--- config.mk ---
export PLATFORM = sky130hd
export DESIGN_NAME = rr_mux_arb_flat
export DESIGN_NICKNAME = d
export VERILOG_FILES = /design/src/rtl/rr_mux_arb_if.sv /design/src/rtl/rr_mux_arb.sv /design/src/flat_wrapper.sv
export SDC_FILE = /design/constraint.sdc
export NUM_CORES = 1
export LEC_CHECK = 0
export ABC_AREA = 1
export BUFFER_PORTS_ARGS = -buffer_cell sky130_fd_sc_hd__buf_2
export CORE_AREA = 2 2 52 54
export CTS_CLUSTER_SIZE = 25
export DETAILED_ROUTE_END_ITERATION = 8
export DIE_AREA = 0 0 54 56
export GPL_TIMING_DRIVEN = 0
export PLACE_DENSITY = 0.9
export SYNTH_ARGS = -nofsm -noshare
export SYNTH_HDL_FRONTEND = slang
export SYNTH_SLANG_ARGS = --single-unit
--- constraint.sdc ---
create_clock -name clk -period 4.6 [get_ports clk]
set_input_delay 0.92 -clock clk [delete_from_list [all_inputs] [get_ports clk]]
set_output_delay 0.92 -clock clk [all_outputs]
set_load 0.01 [all_outputs]
--- src/rtl/rr_mux_arb_if.sv ---
// Requester/consumer bundle for rr_mux_arb; the lock vector exists only when RR_ARB_LOCK_EN is defined.
interface rr_mux_arb_if #(
    parameter int N  = 4,
    parameter int DW = 8
);
    logic [N-1:0]    req;
    logic [N*DW-1:0] data;
    logic [N-1:0]    gnt;
    logic            out_valid;
    logic [DW-1:0]   out_data;
    logic            out_ready;
`ifdef RR_ARB_LOCK_EN
    logic [N-1:0]    lock;

    modport slave  (input  req, data, out_ready, lock, output gnt, out_valid, out_data);
    modport master (output req, data, out_ready, lock, input  gnt, out_valid, out_data);
`else
    modport slave  (input  req, data, out_ready, output gnt, out_valid, out_data);
    modport master (output req, data, out_ready, input  gnt, out_valid, out_data);
`endif
endinterface

--- src/rtl/rr_mux_arb.sv ---
// Round-robin arbiter feeding one registered output stage from N requesters (optional lock: RR_ARB_LOCK_EN).
// Latency: req->gnt combinational, grant edge -> out_valid/out_data one cycle.
// Backpressure: output register holds and gnt stays 0 while out_valid & ~out_ready.
module rr_mux_arb #(
    parameter int N  = 4,
    parameter int DW = 8
) (
    input  logic        clk,
    input  logic        rst_n,
    rr_mux_arb_if.slave bus
);
    localparam int PW = (N > 1) ? $clog2(N) : 1;

    logic [PW-1:0] ptr;
    logic [PW-1:0] gidx;
    logic [PW-1:0] next_ptr;
    logic          found;
    logic          load_en;
    logic          grant_en;
    logic [N-1:0]  gnt_oh;
    logic [DW-1:0] sel_data;
    logic [DW-1:0] out_data_q;
    logic          out_valid_q;
    int            idx;

    assign load_en  = ~out_valid_q | bus.out_ready;
    assign grant_en = rst_n & load_en & found;

    // Scan starting at ptr, wrapping modulo N; first requester found wins.
    always_comb begin
        found = 1'b0;
        gidx  = '0;
        idx   = 0;
        for (int i = 0; i < N; i++) begin
            idx = int'(ptr) + i;
            if (idx >= N) idx = idx - N;
            if (!found && bus.req[idx]) begin
                found = 1'b1;
                gidx  = PW'(idx);
            end
        end
    end

    always_comb begin
        gnt_oh   = '0;
        sel_data = '0;
        for (int k = 0; k < N; k++) begin
            if (grant_en && gidx == PW'(k)) begin
                gnt_oh[k] = 1'b1;
                sel_data  = bus.data[k*DW +: DW];
            end
        end
    end

    always_comb begin
        next_ptr = (gidx == PW'(N - 1)) ? '0 : gidx + 1'b1;
`ifdef RR_ARB_LOCK_EN
        // A locked winner keeps top priority for its next burst word.
        if (bus.lock[gidx]) next_ptr = gidx;
`endif
    end

    always_ff @(posedge clk) begin
        if (!rst_n) begin
            ptr         <= '0;
            out_valid_q <= 1'b0;
            out_data_q  <= '0;
        end else if (load_en) begin
            if (found) begin
                out_data_q  <= sel_data;
                out_valid_q <= 1'b1;
                ptr         <= next_ptr;
            end else begin
                out_valid_q <= 1'b0;
            end
        end
    end

    assign bus.gnt       = gnt_oh;
    assign bus.out_valid = out_valid_q;
    assign bus.out_data  = out_data_q;
endmodule

--- src/flat_wrapper.sv ---
// flat-port wrapper written by rule: the top's interface ports become plain ports
module rr_mux_arb_flat 
#(
    parameter int N  = 4,
    parameter int DW = 8
)
  (clk, rst_n, bus_req, bus_data, bus_out_ready, bus_gnt, bus_out_valid, bus_out_data);
  rr_mux_arb_if #(.N(N), .DW(DW)) bus_i ();
  input  logic clk;
  input  logic rst_n;
  input wire logic [$bits(bus_i.req)-1:0] bus_req;
  input wire logic [$bits(bus_i.data)-1:0] bus_data;
  input wire logic [$bits(bus_i.out_ready)-1:0] bus_out_ready;
  output wire logic [$bits(bus_i.gnt)-1:0] bus_gnt;
  output wire logic [$bits(bus_i.out_valid)-1:0] bus_out_valid;
  output wire logic [$bits(bus_i.out_data)-1:0] bus_out_data;
  assign bus_i.req = bus_req;
  assign bus_i.data = bus_data;
  assign bus_i.out_ready = bus_out_ready;
  assign bus_gnt = bus_i.gnt;
  assign bus_out_valid = bus_i.out_valid;
  assign bus_out_data = bus_i.out_data;
  rr_mux_arb #(.N(N), .DW(DW)) u_core (.clk(clk), .rst_n(rst_n), .bus(bus_i));
endmodule
-- Word level (Yosys, flattened, before mapping)
Cells that the tools add are included.
Widths: inputs -> output; s select.
- muxes and demuxes: 34
- $add $sub $neg: 8
- order comparisons: 8
- equal/unequal tests: 3
- bitwise gates (word level): 4
- reductions and logical operators: 12
- operator list (operator ; count):
    $lt 32x4->1 const B ; 4
    $mux 32 ; 4
    $ge 32x4->1 const B ; 3
    $sub 32x4->32 const B ; 3
    $mux 8 ; 4
    $mux 1 ; 17
    $mux 2 ; 5
    $bmux 1 s2 ; 4
    $logic_and 1x1->1 ; 7
    $add 2x2->3 const B ; 2
    $eq 2x2->1 const B ; 2
    $sub 2x3->4 const B ; 1
    $add 2x1->3 const B ; 1
    $ge 2x3->1 const B ; 1
    $logic_not 1->1 ; 3
    $add 2x1->2 const B ; 1
    $and 1x1->1 ; 2
    $eq 2x1->1 const B ; 1
    $logic_not 2->1 ; 1
    $reduce_and 2->1 ; 1
    $not 1->1 ; 1
    $or 1x1->1 ; 1
- bits in registers: 11
- output and inout port bits: 13

-- Logic depth before layout (Yosys ltp)
Gate-level depths: netlist of the first run.
- depth in word-level cells: 21
- depth in mapped cells: 22
- depth with buffers taken out: 20

-- Least setup slack after synthesis of the first run
OpenSTA, ideal clock, no wires.
- path type: input to output
- start point: input bus_req[0]
- end point: output bus_gnt[1]
- stages: 12
- arrival time: 2.828 ns
- slack: 0.852 ns
- required time: 3.680 ns
- path buffers: 2
- cell sequence: inv_1 o21ai_0 o21ai_1 inv_1 nor3_1 nand2_1 o21ai_0 ha_1 clkbuf_1 clkbuf_1 inv_1 nor2_1
- longest elaborated chain between the ends: 16
- ends and longest elaborated chain (item ; line ; RTL):
    from (decl) ; flat_wrapper.sv:11 ; input wire logic [$bits(bus_i.req)-1:0] bus_req;
    $bmux 1 s2 ; rr_mux_arb.sv:37 ; if (!found && bus.req[idx]) begin
    $mux 1 (implied by the code) (2 in series) ; rr_mux_arb.sv:37 ;
    $mux 1 ; rr_mux_arb.sv:37 ;
    $logic_not 1->1 ; rr_mux_arb.sv:37 ;
    $logic_and 1x1->1 ; rr_mux_arb.sv:37 ;
    $mux 1 ; rr_mux_arb.sv:37 ;
    $logic_not 1->1 ; rr_mux_arb.sv:37 ;
    $logic_and 1x1->1 ; rr_mux_arb.sv:37 ;
    $mux 1 ; rr_mux_arb.sv:37 ;
    $logic_not 1->1 ; rr_mux_arb.sv:37 ;
    $logic_and 1x1->1 ; rr_mux_arb.sv:37 ;
    $mux 2 / $mux 1 (equally long branches) ; rr_mux_arb.sv:37 ;
    $eq 2x1->1 / $and 1x1->1 (equally long branches) ; rr_mux_arb.sv:48, rr_mux_arb.sv:27 ;
    $logic_and 1x1->1 (*) ; rr_mux_arb.sv:48 ; if (grant_en && gidx == PW'(k)) begin
    $mux 1 (*) ; rr_mux_arb.sv:48 ;
    to (decl) ; flat_wrapper.sv:14 ; output wire logic [$bits(bus_i.gnt)-1:0] bus_gnt;
Mark *: on every way between the ends. The rest lies on a longest branch, timed or not. The select of a mux whose other input is x is not followed.

-- Final worst setup path of the first run
Same ends and word-level chain as after synthesis.

==> run metrics, run 1 <==
status=finished clean; die width=54 um; GP Congestion=0.860; adder and majority gate portion of the synthesized area=4.11%; TritonCTS clock tree=built; Fin Clk Skew=4.93 ps; Nets=313; mux cell area share after synthesis=0%; RSZ-0062 raised after global routing=no; first-pass GRT wire length=4750 um; Setup Buffers After CTS=0; Post-Syn Instances=214; CTS buffer count=3; leakage power total=0.930 nW; Placeable Area=0.00243 mm2; root buf cell=clkbuf_4; DR DRC count=0; ranking of synthesized cells by area=nand2_1 (22%), dfxtp_1 (18%), nand4_1 (13%); die area=0.00302 mm2; antenna cells=0; Slew HR=73.1%; switching share of power=57.0%; initial antenna violation count=0; worst slew pin tran=404 ps; Compound-Gate Fraction of Synth Area=8.32%; number of global-route vias before repair=1186; GRT Residual Overflow=0; total power=0.00103 W; fin area=0.00154 mm2; commonest non-fill, non-tap cells in the layout=nand2_1 (71), buf_2 (54), nand4_1 (25), inv_1 (24), inv_2 (12); Unique masters post-synth=27; Reg power frac=13.1%; largest family of logic cells by synthesized area=simple AND/OR/NAND/NOR gates; Setup Crit Path Kind=in -> out; post-synthesis xor/xnor area fraction=0.719%; Final Setup Violations=0; DIE HEIGHT=56 um; Gate power share=80.5%; Final Hold Viols=0; fin. max-slew vios=0; clock power share=6.5%; critical path peak fanout=10; Yosys warning count=0; Setup crit end kind=primary output; DR pass1 iterations=4; simple-gate share of the synthesized area=53.1%; vias per cell=4.77; VDD IR-drop max=0.000495 V; # H-tree levels=1; commonest non-fill, non-tap cell in the layout=nand2_1; f_max=241 MHz; Clock transition at path regs=70 ps; DP Area=0.00151 mm2; average cell area after synthesis=5.69 um2; I/O Pins=52; startpoint class of the critical path=input pin; hold_buf cts=0; Clock Sinks=11; number of fill cells in the layout=249; Yosys top cell by area=nand2_1; Routed WL=2950 um; via count=1426; ANT nets after route=0; DPL Wire Length=2420 um; Mapped Area=0.00122 mm2; setup TNS=0 ps; power density cells=670 mW/mm2; Required @ worst endpoint=3680 ps; Period minus WS final=4160 ps; drt first-iter violations=20; gr usage total=20.0%; largest net degree at the start of global routing=11; share of cells above drive strength 1=34.9%; mean routed wirelength per cell=9.88 um; Post-Synthesis Net Count=257; worst hold path class=reg -> reg; Starting Density=50.1%; synthesized flop and latch total=11; # rows=18; Area growth, synth to finish=26.3%; P_sw=0.000587 W; sequential area share after synthesis=18.1%; top cell type's share of synthesized area=21.9%; WP data arrival=3240 ps; max-cap violation count=0; final worst-path cycle share=90.4%; Buffers on Ports=51; P_int=0.000444 W; Clock Path Buffers=2; clock latency on the worst-skew pair=280 ps
[state kept, by name, indices dropped and copies added, names as in the netlist]
name and cells:
u_core.bus.out_data 8, u_core.bus.out_valid 1, u_core.ptr 2
[per-layer routing]
metal | share of wire, % | vias to the layer above | track usage, % | wire (um)
met5 | 0 | - | 0 | 0
met4 | 1.5 | 0 | 5.36 | 44
met3 | 6.2 | 5 | 1.61 | 183
met2 | 46 | 48 | 32.6 | 1370
met1 | 46 | 589 | 27.6 | 1360
li1 | - | 784 | - | -
[cells in the mapped netlist (all sizes together)]
master	instances
or2	8
o21a	1
xor2	1
nor3	1
nand3	4
inv	36
dfxtp	11
a21oi	11
o21ai	7
nor2	13
nand2	81
buf	5
nand4	25
clkbuf	6
ha	4
[critical path: stages]
cell      delay, ps
buf_2           100
inv_1            70
o21ai_0          70
o21ai_1         270
inv_1           100
nor3_1          240
nor2_1          100
xor2_1          160
inv_1            60
nand2_1          80
inv_1            90
ha_1            140
clkbuf_1        260
clkbuf_2        270
inv_1            60
nor2_1          100
buf_2           130
[layout make-up]
| type | count | area (um2) | area share (%) |
|---|---|---|---|
| Sequential cell | 11 | 220 | 14.3 |
| Clock buffer | 4 | 26.3 | 1.71 |
| Inverter | 36 | 135 | 8.78 |
| Multi-Input combinational cell | 156 | 807 | 52.4 |
| Buffer | 11 | 57.6 | 3.74 |
| Timing Repair Buffer | 51 | 255 | 16.6 |
| Tap cell | 30 | 37.5 | 2.44 |
[what timing repair did]
item,CTS,global route
setup endpoints to repair,0,1
hold endpoints to repair,0,0
resized for setup,0,2
[cell families (layout without fill, tap and decap cells)]
family / Yosys count / after routing
buf+inv: 47 / 102
flops: 11 / 11
fa+ha+maj: 4 / 4
xor+xnor: 1 / 1
compound gates: 19 / 19
simple gates: 132 / 132
[metrics by stage]
step,util (%),worst slack [ps],hold WS [ps],cells
floorplan,-,852,488,214
global placement,62.1,442,451,295
detailed placement,62.1,390,456,295
CTS,63.2,333,467,299
global route,63.3,97.7,493,299
finish,63.3,442,466,299
[power by group through the flow]
stage	Combinational (W)	Sequential (W)	Clock, W
after floorplan	0.000638	0.000143	0
after global placement	0.000803	0.000136	0
after detailed placement	0.000819	0.000137	0
after CTS	0.000826	0.000135	0.0000679
after global routing	0.000947	0.000138	0.0000731
final	0.000830	0.000135	0.0000667
[final timing paths]
kind	start	end	slack, ps	cells after the start
min reg2reg	u_core.bus.out_data[2]$_SDFFE_PN0P_	u_core.bus.out_data[2]$_SDFFE_PN0P_	470	2
min	u_core.bus.out_data[2]$_SDFFE_PN0P_	u_core.bus.out_data[2]$_SDFFE_PN0P_	470	2
max	bus_req[0]	bus_gnt[1]	440	17
max reg2reg	u_core.ptr[0]$_SDFFE_PN0P_	u_core.bus.out_data[5]$_SDFFE_PN0P_	1620	20
Note: power is estimated with default switching activity, not from simulation.
==> run 2: changes to the inputs <==
- CORE_AREA: 2 2 52 54 -> 2 2 54 56
- DIE_AREA: 0 0 54 56 -> 0 0 56 58
- PLACE_DENSITY: 0.9 -> 0.84
- clock period: 4.6 -> 4.2 ns (I/O delays scaled with it)
==> run 2 against run 1 <==
  * Final area is 0.16% lower
  * Via count is 2.2% higher
  * Clock power is 7.8% higher
  * Combinational power is 8.8% higher
  * Worst setup slack worse by 120 ps
  * Power is 8.8% higher
  * Sequential cell count stayed put
  * Final cell count stayed put
  * Critical endpoint is now bus_gnt[2]
  * Highest routed layer unchanged
==> run metrics, run 2 (same netlist as run 1, synthesis figures left out) <==
VDD IR-drop max=0.000392 V; root buf cell=clkbuf_4; first-pass GRT wire length=4980 um; RSZ-0062 raised after global routing=no; Routed WL=3030 um; fin. max-slew vios=0; delay-heaviest family, CP=buffers and inverters; Largest register FFs=8; Fin Clk Skew=1.56 ps; Setup crit end kind=primary output; DPL Wire Length=2420 um; Placeable Area=0.00266 mm2; via count=1458; # H-tree levels=1; final worst-path cycle share=92.4%; ANT nets after route=0; DR pass1 iterations=4; clock latency on the worst-skew pair=270 ps; Final Hold Viols=0; Crit path buffers/inverters=7; CTS buffer count=3; Clock Sinks=11; initial antenna violation count=0; Starting Density=45.8%; R2R cell count=19; GP Congestion=0.874; DIE HEIGHT=58 um; Setup Buffers After CTS=0; antenna cells=0; critical path peak fanout=9; die area=0.00325 mm2; mean routed wirelength per cell=10.1 um; WP data arrival=3040 ps; CP max stage cell=o21ai_0; commonest non-fill, non-tap cells in the layout=nand2_1 (71), buf_2 (54), nand4_1 (25), inv_1 (24), inv_2 (12); die width=56 um; Setup Crit Path Kind=in -> out; number of global-route vias before repair=1267; setup TNS=0 ps; DP Area=0.00151 mm2; gr usage total=18.6%; Buffers on Ports=51; largest net degree at the start of global routing=11; worst slew pin tran=420 ps; Slew HR=72.0%; hold_buf cts=0; I/O Pins=52; drt first-iter violations=49; Setup WS post-layout=318 ps; Worst path most repeated cell=inv_1; max-cap violation count=0; f_max=258 MHz; GRT Residual Overflow=0; Required @ worst endpoint=3360 ps; power density cells=730 mW/mm2; commonest non-fill, non-tap cell in the layout=nand2_1; Final Setup Violations=0; Period minus WS final=3880 ps; startpoint class of the critical path=input pin; # rows=19; worst slack, placed=129 ps; WP depth=14; DR DRC count=0; fin area=0.00154 mm2; Crit path largest cell delay=310 ps; hold path depth=2; critical-path cell list=buf_2, inv_1, o21ai_0, o21ai_1, inv_1, nor3_1, nand2_1, o21ai_0, inv_1, ha_1, clkbuf_1, nand2_2, inv_1, buf_2; leakage power total=0.929 nW; Area growth, synth to finish=26.1%; Nets=312; Clock Path Buffers=2; status=finished clean; share of cells above drive strength 1=35.1%; vias per cell=4.88; TritonCTS clock tree=built; hold_ws=464 ps; Clock transition at path regs=70 ps; worst hold path class=reg -> reg
-- run 2: cell count changes in the layout (fill, tap and decap cells not counted) --
cell,previous run,this run
clkbuf_1,6,5
-- run 2: timing repair --
action | in CTS | in global routing
resized for setup | 0 | 2
endpoints found under the setup margin | 0 | 1
endpoints found under the hold margin | 0 | 0
-- run 2: final timing paths --
kind | start | end | slack (ps)
min | u_core.bus.out_data[0]$_SDFFE_PN0P_ | u_core.bus.out_data[0]$_SDFFE_PN0P_ | 460
max | bus_req[0] | bus_gnt[2] | 320
min reg2reg | u_core.bus.out_data[0]$_SDFFE_PN0P_ | u_core.bus.out_data[0]$_SDFFE_PN0P_ | 460
max reg2reg | u_core.ptr[0]$_SDFFE_PN0P_ | u_core.bus.out_data[5]$_SDFFE_PN0P_ | 1320
-- run 2: worst reg2reg max path, stage by stage (launching register included) --
cell	delay [ps]
dfxtp_1	360
buf_4	190
o21ai_0	110
o21ai_1	270
inv_1	100
nor3_1	210
nor2_1	80
xor2_1	180
inv_1	60
nand2_1	100
inv_1	70
ha_1	270
clkbuf_2	220
nor2_1	120
nand4_1	100
nand2_1	100
nand2_1	50
nand2_1	60
nand2_1	50
a21oi_1	120
-- run 2: layer usage --
metal | GRT usage (%) | up-vias | wire [um]
met3 | 4.69 | 3 | 182
met1 | 23.0 | 630 | 1320
met5 | 0 | - | 0
met4 | 4.42 | 0 | 8
met2 | 32.8 | 43 | 1510
li1 | - | 782 | -
-- run 2: cell type report --
cell class              count  area, um2
repair buffers             51        255
plain buffers              10       53.8
flip-flops and latches     11        220
fillers                   298       1130
multi-input cells         156        807
clock buffers               4       26.3
inverters                  36        135
well taps                  31       38.8
-- run 2: where the power goes --
| part | switching (W) | internal (W) |
|---|---|---|
| Clock | 0.0000351 | 0.0000368 |
| Sequential | 0.0000151 | 0.000132 |
| Combinational | 0.000584 | 0.000318 |
-- run 2: per-stage QoR --
stage,total power (W),util (%),cells
floorplan,0.000855,-,214
global placement,0.00103,56.8,296
detailed placement,0.00105,56.8,296
CTS,0.00112,57.8,300
global route,0.00126,57.7,299
finish,0.00112,57.7,299
==> run 3: changes to the inputs <==
- MAX_ROUTING_LAYER: not set -> met4
==> run 3 against run 2 <==
  * First-iteration DRC count is 6.1% lower
  * Sequential cell count stayed put
  * Global-route usage is 0.57 points higher
  * Largest power group unchanged
  * Highest routed layer unchanged
==> run metrics, run 3 (same netlist as run 1, synthesis figures left out) <==
status=finished clean; critical-path cell list=buf_2, inv_1, o21ai_0, o21ai_1, inv_1, nor3_1, nand2_1, o21ai_0, inv_1, ha_1, clkbuf_1, nand2_2, inv_1, buf_2; Buffers on Ports=51; fin. max-slew vios=0; Clock Path Buffers=2; CTS buffer count=3; Clock Sinks=11; Worst path most repeated cell=inv_1; die width=56 um; antenna cells=0; I/O Pins=52; critical path peak fanout=9; Placeable Area=0.00266 mm2; Final Setup Violations=0; largest net degree at the start of global routing=11; Period minus WS final=3880 ps; R2R cell count=19; commonest non-fill, non-tap cells in the layout=nand2_1 (71), buf_2 (54), nand4_1 (25), inv_1 (24), inv_2 (12); Crit path buffers/inverters=7; CP max stage cell=o21ai_0; Nets=312; # H-tree levels=1; GP Congestion=0.888; WP data arrival=3040 ps; die area=0.00325 mm2; drt first-iter violations=46; worst slew pin tran=419 ps; share of cells above drive strength 1=35.1%; RR Endpoint=u_core.bus.out_data[5]$_SDFFE_PN0P_; Area growth, synth to finish=26.1%; number of fill cells in the layout=298; DP Area=0.00151 mm2; number of global-route vias before repair=1266; Routed WL=3030 um; reg-to-reg critical path startpoint=u_core.ptr[0]$_SDFFE_PN0P_; Largest register FFs=8; # rows=19; gr usage total=19.2%; Fin Clk Skew=1.56 ps; first-pass GRT wire length=4990 um; DR pass1 iterations=4; mean routed wirelength per cell=10.1 um; max-cap violation count=0; leakage power total=0.929 nW; Setup crit end kind=primary output; ANT nets after route=0; Final Hold Viols=0; Required @ worst endpoint=3360 ps; Slew HR=72.0%; hold path depth=2; power density cells=730 mW/mm2; DIE HEIGHT=58 um; RSZ-0062 raised after global routing=no; VDD IR-drop max=0.000392 V; vias per cell=4.88; GRT Residual Overflow=0; DPL Wire Length=2420 um; startpoint class of the critical path=input pin; worst hold path class=reg -> reg; Crit path largest cell delay=310 ps; clock latency on the worst-skew pair=270 ps; initial antenna violation count=0; commonest non-fill, non-tap cell in the layout=nand2_1; TritonCTS clock tree=built; via count=1458; Worst R2R Setup Slack=1320 ps; total power=0.00112 W; delay-heaviest family, CP=buffers and inverters; f_max=258 MHz; DR DRC count=0; Setup Crit Path Kind=in -> out; WHS Endpoint=u_core.bus.out_data[0]$_SDFFE_PN0P_; root buf cell=clkbuf_4; final worst-path cycle share=92.4%; Hold Startpoint=u_core.bus.out_data[0]$_SDFFE_PN0P_; setup TNS=0 ps; Starting Density=45.8%; fin area=0.00154 mm2; Clock transition at path regs=70 ps
run 3: cell counts in the layout (fill, tap and decap cells not counted):
No cell type changed its count.
run 3: routing by layer:
| metal | GRT usage (%) | part of all wire, % |
|---|---|---|
| met1 | 23.0 | 43 |
| met2 | 32.8 | 50 |
| met3 | 4.69 | 6.3 |
| met4 | 4.42 | 0.50 |
| met5 | - | 0 |
run 3: final cells by class:
| type | count | area (um2) | share of cell area, % |
|---|---|---|---|
| Buffer | 10 | 53.8 | 3.50 |
| Timing Repair Buffer | 51 | 255 | 16.6 |
| Tap cell | 31 | 38.8 | 2.52 |
| Multi-Input combinational cell | 156 | 807 | 52.5 |
| Clock buffer | 4 | 26.3 | 1.71 |
| Inverter | 36 | 135 | 8.79 |
| Sequential cell | 11 | 220 | 14.3 |
run 3: per-stage QoR:
stage	hold WS (ps)	util (%)	setup slack, ps	std cells
2_1_floorplan	488	-	612	214
3_3_place_gp	452	56.8	182	296
3_5_place_dp	456	56.8	129	296
4_1_cts	466	57.8	122	300
5_1_grt	479	57.7	36.1	299
6_report	464	57.7	317	299
run 3: worst register-to-register path, stage by stage, from the launching register on:
cell	delay (ps)
dfxtp_1	360
buf_4	190
o21ai_0	110
o21ai_1	270
inv_1	100
nor3_1	210
nor2_1	80
xor2_1	180
inv_1	60
nand2_1	100
inv_1	70
ha_1	270
clkbuf_2	220
nor2_1	120
nand4_1	100
nand2_1	100
nand2_1	50
nand2_1	60
nand2_1	50
a21oi_1	120
run 3: report_power, final:
part           switching [W]  internal (W)  leakage [nW]
registers          0.0000151      0.000132        0.0905
clock network      0.0000351     0.0000368        0.0150
logic               0.000584      0.000318         0.824
run 3: how the worst max path moves through the flow:
stage / endpoint / slack (ps) / start / depth (start not counted)
floorplan: bus_gnt[1] / 610 / bus_req[0] / 12
global placement: bus_gnt[1] / 180 / bus_req[0] / 14
detailed placement: bus_gnt[1] / 130 / bus_req[0] / 14
CTS: bus_gnt[1] / 120 / bus_req[0] / 14
global route: bus_gnt[2] / 40 / bus_req[0] / 14
finish: bus_gnt[2] / 320 / bus_req[0] / 14
run 3: what timing repair did:
action,CTS,global route
resized for setup,0,2
hold buffers,0,0
setup endpoints to repair,0,1
buffers inserted,0,0
